## src/rtl/mem_port_arbiter.sv

```systemverilog
// Byte-wide memory port arbiter between instruction fetch (IC) and load/store (LSB) requesters.
// Define MEM_ARB_LSB_PRIO_EN for fixed LSB priority on ties; the default is round-robin.
module mem_port_arbiter #(
  parameter int unsigned ADDR_W      = 32,
  parameter int unsigned FETCH_BYTES = 4
) (
  input  logic              clk,
  input  logic              rst,
  input  logic              rdy,
  input  logic              jp_wrong,
  input  logic              ic_req,
  input  logic [ADDR_W-1:0] ic_addr,
  output logic              ic_done,
  output logic [31:0]       ic_data,
  input  logic              lsb_req,
  input  logic              lsb_we,
  input  logic [2:0]        lsb_insty,
  input  logic [ADDR_W-1:0] lsb_addr,
  input  logic [31:0]       lsb_wdata,
  output logic              lsb_done,
  output logic [31:0]       lsb_data,
  input  logic              io_buffer_full,
  input  logic [7:0]        mem_din,
  output logic [7:0]        mem_dout,
  output logic [ADDR_W-1:0] mem_a,
  output logic              mem_wr
);

  typedef enum logic [1:0] {IDLE = 2'd0, RD = 2'd1, WR = 2'd2} state_t;

  localparam logic [2:0] FETCH_N = 3'(FETCH_BYTES);

  state_t            state, state_nxt;
  logic [2:0]        cnt, n_bytes, lsb_n;
  logic [ADDR_W-1:0] base, cur_addr;
  logic [31:0]       wdata, rbuf, rd_word, ext_word;
  logic [2:0]        insty;
  logic [7:0]        wbyte;
  logic              is_ic;
  logic              ic_pend, lsb_pend, grant_ic, grant_any;
  logic              last_byte, io_block;
  logic              do_grant, rd_step, wr_issue, wr_fin;
`ifndef MEM_ARB_LSB_PRIO_EN
  logic              last_ic;
`endif

  // A requester whose done is currently pulsing may still hold req; mask it so it is not re-granted.
  always_comb begin
    ic_pend  = ic_req && !ic_done;
    lsb_pend = lsb_req && !lsb_done;
`ifdef MEM_ARB_LSB_PRIO_EN
    grant_ic = ic_pend && !lsb_pend;
`else
    grant_ic = ic_pend && (!lsb_pend || !last_ic);
`endif
    grant_any = (ic_pend || lsb_pend) && !jp_wrong;
    case (lsb_insty[1:0])
      2'b00:   lsb_n = 3'd1;
      2'b01:   lsb_n = 3'd2;
      default: lsb_n = 3'd4;
    endcase
    cur_addr  = base + ADDR_W'(cnt);
    last_byte = (cnt == n_bytes);
    io_block  = (cur_addr[17:16] == 2'b11) && io_buffer_full;
  end

  always_comb begin
    rd_word = rbuf;
    case (cnt)
      3'd1:    rd_word[7:0]   = mem_din;
      3'd2:    rd_word[15:8]  = mem_din;
      3'd3:    rd_word[23:16] = mem_din;
      3'd4:    rd_word[31:24] = mem_din;
      default: ;
    endcase
    ext_word = rd_word;
    case (insty[1:0])
      2'b00:   ext_word = insty[2] ? {24'h0, rd_word[7:0]} : {{24{rd_word[7]}}, rd_word[7:0]};
      2'b01:   ext_word = insty[2] ? {16'h0, rd_word[15:0]} : {{16{rd_word[15]}}, rd_word[15:0]};
      default: ;
    endcase
    case (cnt[1:0])
      2'd0:    wbyte = wdata[7:0];
      2'd1:    wbyte = wdata[15:8];
      2'd2:    wbyte = wdata[23:16];
      default: wbyte = wdata[31:24];
    endcase
  end

  always_ff @(posedge clk or negedge rst) begin
    if (!rst) state <= IDLE;
    else      state <= state_nxt;
  end

  always_comb begin
    state_nxt = state;
    if (rdy) begin
      case (state)
        IDLE: if (grant_any) state_nxt = (grant_ic || !lsb_we) ? RD : WR;
        RD:   if (jp_wrong || last_byte) state_nxt = IDLE;
        WR:   if (last_byte) state_nxt = IDLE;
        default: state_nxt = IDLE;
      endcase
    end
  end

  always_comb begin
    do_grant = rdy && (state == IDLE) && grant_any;
    rd_step  = rdy && (state == RD) && !jp_wrong;
    wr_issue = rdy && (state == WR) && !last_byte && !io_block;
    wr_fin   = rdy && (state == WR) && last_byte;
  end

  always_ff @(posedge clk or negedge rst) begin
    if (!rst) begin
      cnt      <= '0;
      n_bytes  <= '0;
      base     <= '0;
      wdata    <= '0;
      rbuf     <= '0;
      insty    <= '0;
      is_ic    <= 1'b0;
      ic_done  <= 1'b0;
      ic_data  <= '0;
      lsb_done <= 1'b0;
      lsb_data <= '0;
      mem_dout <= '0;
      mem_a    <= '0;
      mem_wr   <= 1'b0;
`ifndef MEM_ARB_LSB_PRIO_EN
      last_ic  <= 1'b0;
`endif
    end else begin
      ic_done  <= 1'b0;
      lsb_done <= 1'b0;
      mem_wr   <= 1'b0;
      if (do_grant) begin
        base    <= grant_ic ? ic_addr : lsb_addr;
        n_bytes <= grant_ic ? FETCH_N : lsb_n;
        is_ic   <= grant_ic;
        insty   <= lsb_insty;
        wdata   <= lsb_wdata;
        rbuf    <= '0;
        cnt     <= '0;
`ifndef MEM_ARB_LSB_PRIO_EN
        last_ic <= grant_ic;
`endif
      end
      // Read byte k is captured one cycle after its address is issued, so the last byte lands with done.
      if (rd_step) begin
        cnt <= cnt + 3'd1;
        if (!last_byte) mem_a <= cur_addr;
        if (cnt != 3'd0) rbuf <= rd_word;
        if (last_byte) begin
          if (is_ic) begin
            ic_done <= 1'b1;
            ic_data <= rd_word;
          end else begin
            lsb_done <= 1'b1;
            lsb_data <= ext_word;
          end
        end
      end
      if (wr_issue) begin
        mem_a    <= cur_addr;
        mem_dout <= wbyte;
        mem_wr   <= 1'b1;
        cnt      <= cnt + 3'd1;
      end
      if (wr_fin) lsb_done <= 1'b1;
    end
  end

endmodule

```

## config.mk

```make
export PLATFORM = sky130hd
export DESIGN_NAME = mem_port_arbiter
export DESIGN_NICKNAME = d
export VERILOG_FILES = /design/src/rtl/mem_port_arbiter.sv
export SDC_FILE = /design/constraint.sdc
export NUM_CORES = 1
export LEC_CHECK = 0
export CAP_MARGIN = 20
export CORE_MARGIN = 2
export CORE_UTILIZATION = 43
export CTS_CLUSTER_DIAMETER = 80
export CTS_CLUSTER_SIZE = 12
export DETAILED_ROUTE_END_ITERATION = 10
export PLACE_DENSITY = 0.7
export SLEW_MARGIN = 40
export SYNTH_ARGS = -nofsm -noshare
export SYNTH_HDL_FRONTEND = slang
export SYNTH_SLANG_ARGS = --single-unit
```

## constraint.sdc

```tcl
create_clock -name clk -period 5 [get_ports clk]
set_input_delay 1.25 -clock clk [delete_from_list [all_inputs] [get_ports clk]]
set_output_delay 1.25 -clock clk [all_outputs]
set_load 0.01 [all_outputs]
```

Yosys cells after proc, flatten, opt, wreduce, memory -nomap -nowiden
Index checks and enable logic that the tools add are counted.

word-level totals
  flip-flop bits (word level) = 215
  bits of input ports = 115
  output and inout port bits = 107
  word-level logic and storage cells = 103

cells by class
  add/sub/neg operators = 2
  equality and inequality tests = 16
  multiplexer cells = 33
  bitwise gates (word level) = 1
  reductions and logical operators = 36

operators by type and width
  kind                 count
  $mux 32              9
  $pmux 32 s2          1
  $add 32x3->32        1
  $mux 8               4
  $pmux 8 s3           1
  $logic_and 1x1->1    13
  $mux 3               4
  $eq 2x1->1 const B   4
  $logic_not 1->1      8
  $logic_not 2->1      4
  $mux 1               8
  $mux 2               4
  $eq 2x2->1 const B   3
  $eq 3x2->1 const B   2
  $ne 2x2->1 const B   3
  $pmux 2 s3           1
  $pmux 3 s2           1
  $reduce_and 3->1     2
  $reduce_bool 3->1    2
  $logic_or 1x1->1     4
  $reduce_and 4->1     1
  $add 3x1->3 const B  1
  $eq 3x1->1 const B   1
  $eq 3x3->1           1
  other kinds (5)      5

Longest topological paths before layout
  depth after elaboration = 9
  gate-level depth with buffers = 11
  gate-level depth less buffers = 8

Worst setup path before layout
OpenSTA, ideal clock, no wires.

  kind = register to register
  from = reg cnt[0]
  to = reg mem_dout[1]
  setup time = 0.125 ns
  data arrival time = 2.544 ns
  setup slack = 2.331 ns
  stages on the path, launching flop included = 11
  clock period less this slack = 2.669 ns
  cells stage by stage = dfrtp_1 > ha_1 > inv_1 > fa_1 > nor2b_1 > or2_2 > clkbuf_1 > o311a_1 > and3_1 > buf_2 > mux2_2

on the way
  longest elaborated chain between the ends = 5
  elaborated cells on any way between the ends = 12
  those cells by class = add/sub: 1; eq/ne: 4; mux: 1; reduce/logical: 6

RTL lines
  what                      RTL line  source
  start: declaration        34        logic [2:0] cnt, n_bytes, lsb_n;
  start signal: assignment  151       cnt <= cnt + 3'd1;
  start signal: assignment  168       cnt <= cnt + 3'd1;
  $add 32x3->32             62        cur_addr = base + ADDR_W'(cnt);
  $eq 2x2->1                64        io_block = (cur_addr[17:16] == 2'b11) && io_buffer_full;
  $logic_and 1x1->1         64
  $logic_not 1->1           110       wr_issue = rdy && (state == WR) && !last_byte && !io_block;
  $logic_and 1x1->1 *       110
  via wr_issue              42        logic do_grant, rd_step, wr_issue, wr_fin;
  end signal: assignment    166       mem_dout <= wbyte;
  end: declaration          24        output logic [7:0] mem_dout,

The timed path passes the listed nets; every way through them passes the cells marked *.
A chain may end at the register's enable or synchronous reset.

Worst setup path after layout
  from = reg cnt[1]
  to = reg lsb_data[23]

on the way
  longest elaborated chain between the ends = 4
  elaborated cells on any way between the ends = 11
  those cells by class = eq/ne: 4; mux: 6; reduce/logical: 1

RTL lines
  what                                      RTL line  source
  $eq 3x2->1 or $eq 3x1->1 (tied branches)  69        case (cnt)
  $mux 8                                    69
  $mux 32, on equally long branches         79, 78
  $pmux 32 s2                               77        case (insty[1:0])
  end signal: assignment                    160       lsb_data <= ext_word;
  end: declaration                          21        output logic [31:0] lsb_data,

Parallel ways exist; a longest one is shown, timed or not.

==> impl_metrics.py <==
metrics = {
    "outcome": {
        "outcome": "complete, no violations",
    },
    "yosys": {
        "post_synth_inst_count": 948,
        "yosysUniqueCellTypes": 46,
        "ys_ff_latch": 215,
        "ys.flop_type": "sky130_fd_sc_hd__dfrtp_1",
        "synth_edf_count": 0,
        "post_synth_instance_area_sq_um": 9861,
        "postSynthNetCount": 1072,
        "synth.top_cells.by_area": "sky130_fd_sc_hd__dfrtp_1, sky130_fd_sc_hd__mux2i_1, sky130_fd_sc_hd__nand2_1",
        "ys.warnings.count": 0,
        "synth.largest_area_cell": "sky130_fd_sc_hd__dfrtp_1",
        "syn_avg_cell_area_sq_um": 10.40,
        "yosys.area.top_type_share_pct": 54.56,
        "postSynth.asyncResetShare_pct": 100.0,
        "synth-seq-area-share_pct": 54.56,
    },
    "sta": {
        "final_min_period_over_clock_period_pct": 70.87,
        "relSlewSlack_pct": 46.20,
        "finClkSkew_ns": 0.01666,
        "final_max_slew_viol_count": 0,
        "worst-slew-pin-transition_ns": 0.7997,
        "final.min_clock_period_ns": 3.543,
        "fmax_mhz": 282.2,
        "grt_setup_unrepaired": "false",
        "timing_hold_violations_final": 0,
        "report.final.setup_viol": 0,
        "setup_total_negative_slack_ns": 0,
    },
    "finish": {
        "syn_to_final_growth_pct": 31.10,
        "most_common_cell_after_layout_fill_and_taps_aside": "sky130_fd_sc_hd__clkdlybuf4s50_1",
        "fraction_of_final_layout_cells_sized_beyond_drive_strength_1_pct": 7.391,
        "final_net_count": 1274,
        "layout.cells.most_common_list": "sky130_fd_sc_hd__clkdlybuf4s50_1, sky130_fd_sc_hd__dfrtp_1, sky130_fd_sc_hd__nand2_1, sky130_fd_sc_hd__o21ai_0, sky130_fd_sc_hd__mux2i_1",
        "n_fill_cell": 1979,
    },
    "setup_path": {
        "cpPeakStageDelay_ns": 0.62,
        "timing.reg2reg.worst_path_depth": 7,
        "max_fanout_on_critical_path": 16,
        "startpoint_type": "register",
        "regToRegStartpoint": "cnt[1]",
        "cp_slowest_cell": "sky130_fd_sc_hd__o21a_1",
        "setup.reg_to_reg.worst_slack_ns": 1.46,
        "worst-path-buf-inv": 1,
        "critical_path_required_ns": 5.34,
        "worstSetupPathType": "register to register",
        "worst_path_dominant_cell_family": "simple AND/OR/NAND/NOR gates",
        "worstPathCellList": "inv_1, ha_1, nand2b_1, mux2i_1, or4_1, o21a_1, a31oi_1",
        "worst-endpoint-arrival_ns": 3.88,
        "cp-end-kind": "register",
        "reg2reg_end": "lsb_data[23]",
    },
    "cts": {
        "total_cts_buffers": 21,
        "setup_fix_bufs_post_cts": 0,
        "cts_max_level": 1,
        "clock_tree.root_cell": "sky130_fd_sc_hd__clkbuf_16",
        "cts_buffer_depth": 3,
        "tritoncts_clock_tree": "built",
        "clock-sinks": 215,
        "clk_pin_slew_worst_paths_ns": 0.06,
        "skew_pair_late_insertion_delay_ns": 0.50,
        "hold_buffers": 0,
        "ctsResizeCount": 0,
    },
    "global_routing": {
        "grt_overall_usage_pct": 20.94,
        "grt_overflow": 0,
        "first_global_vias": 7552,
        "number_of_antenna_violations_at_the_first_check_in_global_routing": 2,
        "global_route_wire_length_before_repair_um": 40570,
        "grt_max_degree": 68,
    },
    "drt": {
        "ant_nets": 0,
        "first_iter_violations": 460,
        "vias_per_cell": 5.356,
        "drt-wirelength-per-cell_um": 17.92,
        "via_total_after_detailed_routing": 7691,
        "drcViolationCount": 0,
        "wl_um": 25740,
        "detailedRoute.firstPassIterationCount": 6,
    },
    "die": {
        "initial_utilization_pct": 43.69,
        "rows": 55,
        "die_width_um": 155.4,
        "fp.dieArea_sq_um": 24160,
        "io_pins": 222,
        "coreArea_sq_um": 22570,
        "fp.dieH_um": 155.4,
    },
    "min_path": {
        "hold-path-cell-count": 2,
        "min-delay-start": "wdata[29]",
        "hold_path_end": "wdata[29]",
        "min-delay-path-class": "register to register",
    },
    "pwr": {
        "power.share.sequential_pct": 41.7,
        "netSwitchingPower_mw": 2.481,
        "power.internal_mw": 4.674,
        "logic_pwr_share_pct": 39.1,
        "post-layout-total-power_mw": 7.154,
        "netSwitchingFraction_pct": 34.67,
        "clock_power_share_pct": 19.2,
        "vdd_ir_drop_max_mv": 0.3017,
        "power_per_cell_area_nw_per_um2": 553.4,
        "cellLeakagePower_nw": 5.881,
    },
    "placed_design": {
        "placement.io_buffers": 221,
        "routabilityCongestion": 0.8113,
        "post-dp-hpwl_um": 18400,
    },
    "run": {
        "drv.max_cap_violation_count": 0,
    },
}
Yosys cell counts, types with 12 or more instances:
| library cell | number |
|---|---|
| sky130_fd_sc_hd__dfrtp_1 | 215 |
| sky130_fd_sc_hd__nand2_1 | 160 |
| sky130_fd_sc_hd__o21ai_0 | 69 |
| sky130_fd_sc_hd__mux2i_1 | 67 |
| sky130_fd_sc_hd__nor2_1 | 65 |
| sky130_fd_sc_hd__clkbuf_1 | 50 |
| sky130_fd_sc_hd__a21oi_1 | 43 |
| sky130_fd_sc_hd__nand3_1 | 43 |
| sky130_fd_sc_hd__mux2_4 | 28 |
| sky130_fd_sc_hd__a31oi_1 | 20 |
| sky130_fd_sc_hd__nand2b_1 | 19 |
| sky130_fd_sc_hd__xnor2_1 | 19 |
| sky130_fd_sc_hd__inv_1 | 17 |
| sky130_fd_sc_hd__xor2_1 | 13 |
| sky130_fd_sc_hd__o21a_1 | 12 |
per-stage QoR:
| stage | std cells | worst slack, ns | cell area (sq um) | hold slack, ns | utilization, % |
|---|---|---|---|---|---|
| 3_3_place_gp | 1411 | 1.345 | 12350 | 0.4587 | 54.73 |
| 6_report | 1436 | 1.457 | 12930 | 0.4760 | 57.27 |
| 4_1_cts | 1435 | 1.511 | 12920 | 0.4793 | 57.26 |
| 3_5_place_dp | 1412 | 1.291 | 12390 | 0.4634 | 54.88 |
| 5_1_grt | 1435 | 1.281 | 12920 | 0.5018 | 57.26 |
| 2_1_floorplan | 948 | 2.331 | 9861 | 0.4453 | - |
cell type report:
type | instances | area (sq um) | share of cell area (%)
flip-flops and latches | 215 | 5380 | 41.62
multi-input cells | 657 | 4209 | 32.56
repair buffers | 238 | 2377 | 18.39
clock buffers | 22 | 529.3 | 4.094
well taps | 285 | 356.6 | 2.758
inverters | 17 | 63.81 | 0.4936
clock inverters | 1 | 8.758 | 0.06775
diodes | 1 | 2.502 | 0.01936
sequential cells by signal, indices dropped and copies added (netlist names), 2 cells and up:
name and count:
insty 3, wdata 32, base 32, mem_dout 8, state 2, rbuf 32, n_bytes 3, cnt 3
mem_a 32, ic_data 32, lsb_data 32
worst max-delay path by stage:
stage	start	end	slack [ns]	cells past startpoint
2_1_floorplan	cnt[0]	mem_dout[1]	2.33	10
3_3_place_gp	lsb_req	wdata[28]	1.35	8
3_5_place_dp	lsb_req	wdata[27]	1.29	8
4_1_cts	cnt[1]	lsb_data[23]	1.51	7
5_1_grt	cnt[1]	lsb_data[23]	1.28	7
6_report	cnt[1]	lsb_data[23]	1.46	7
power by group through the flow:
stage	registers (mW)	clock network, mW	logic [mW]
final	2.98	1.38	2.80
after global routing	3.08	1.48	3.07
after CTS	2.98	1.41	2.82
after detailed placement	3.00	0	2.82
after global placement	2.98	0	2.74
after floorplan	3.01	0	1.49
tightest hold or removal path: stages, from the launching register on:
cell                      delay [ns]
sky130_fd_sc_hd__dfrtp_1        0.34
sky130_fd_sc_hd__nand2_1        0.05
sky130_fd_sc_hd__nand2_1        0.05
routing by layer:
metal	global-route usage (%)	part of all wire [%]	wire, um	vias to the layer above
met4	3.670	1.1	286	2
met2	34.93	48	12250	251
met5	0	0.062	16	-
li1	-	-	-	3675
met1	28.35	43	11170	3740
met3	4.986	7.8	2013	23
cell families after synthesis:
family	after synthesis	share of synthesized area, %
XOR/XNOR	32	2.842
AO/OA/AOI/OAI	181	11.08
multiplexers	106	12.32
AND/OR/NAND/NOR	329	14.82
adder cells (fa/ha/maj)	9	1.218
flip-flops	215	54.56
buffers and inverters	76	3.159
Note: power is estimated with default switching activity, not from simulation.
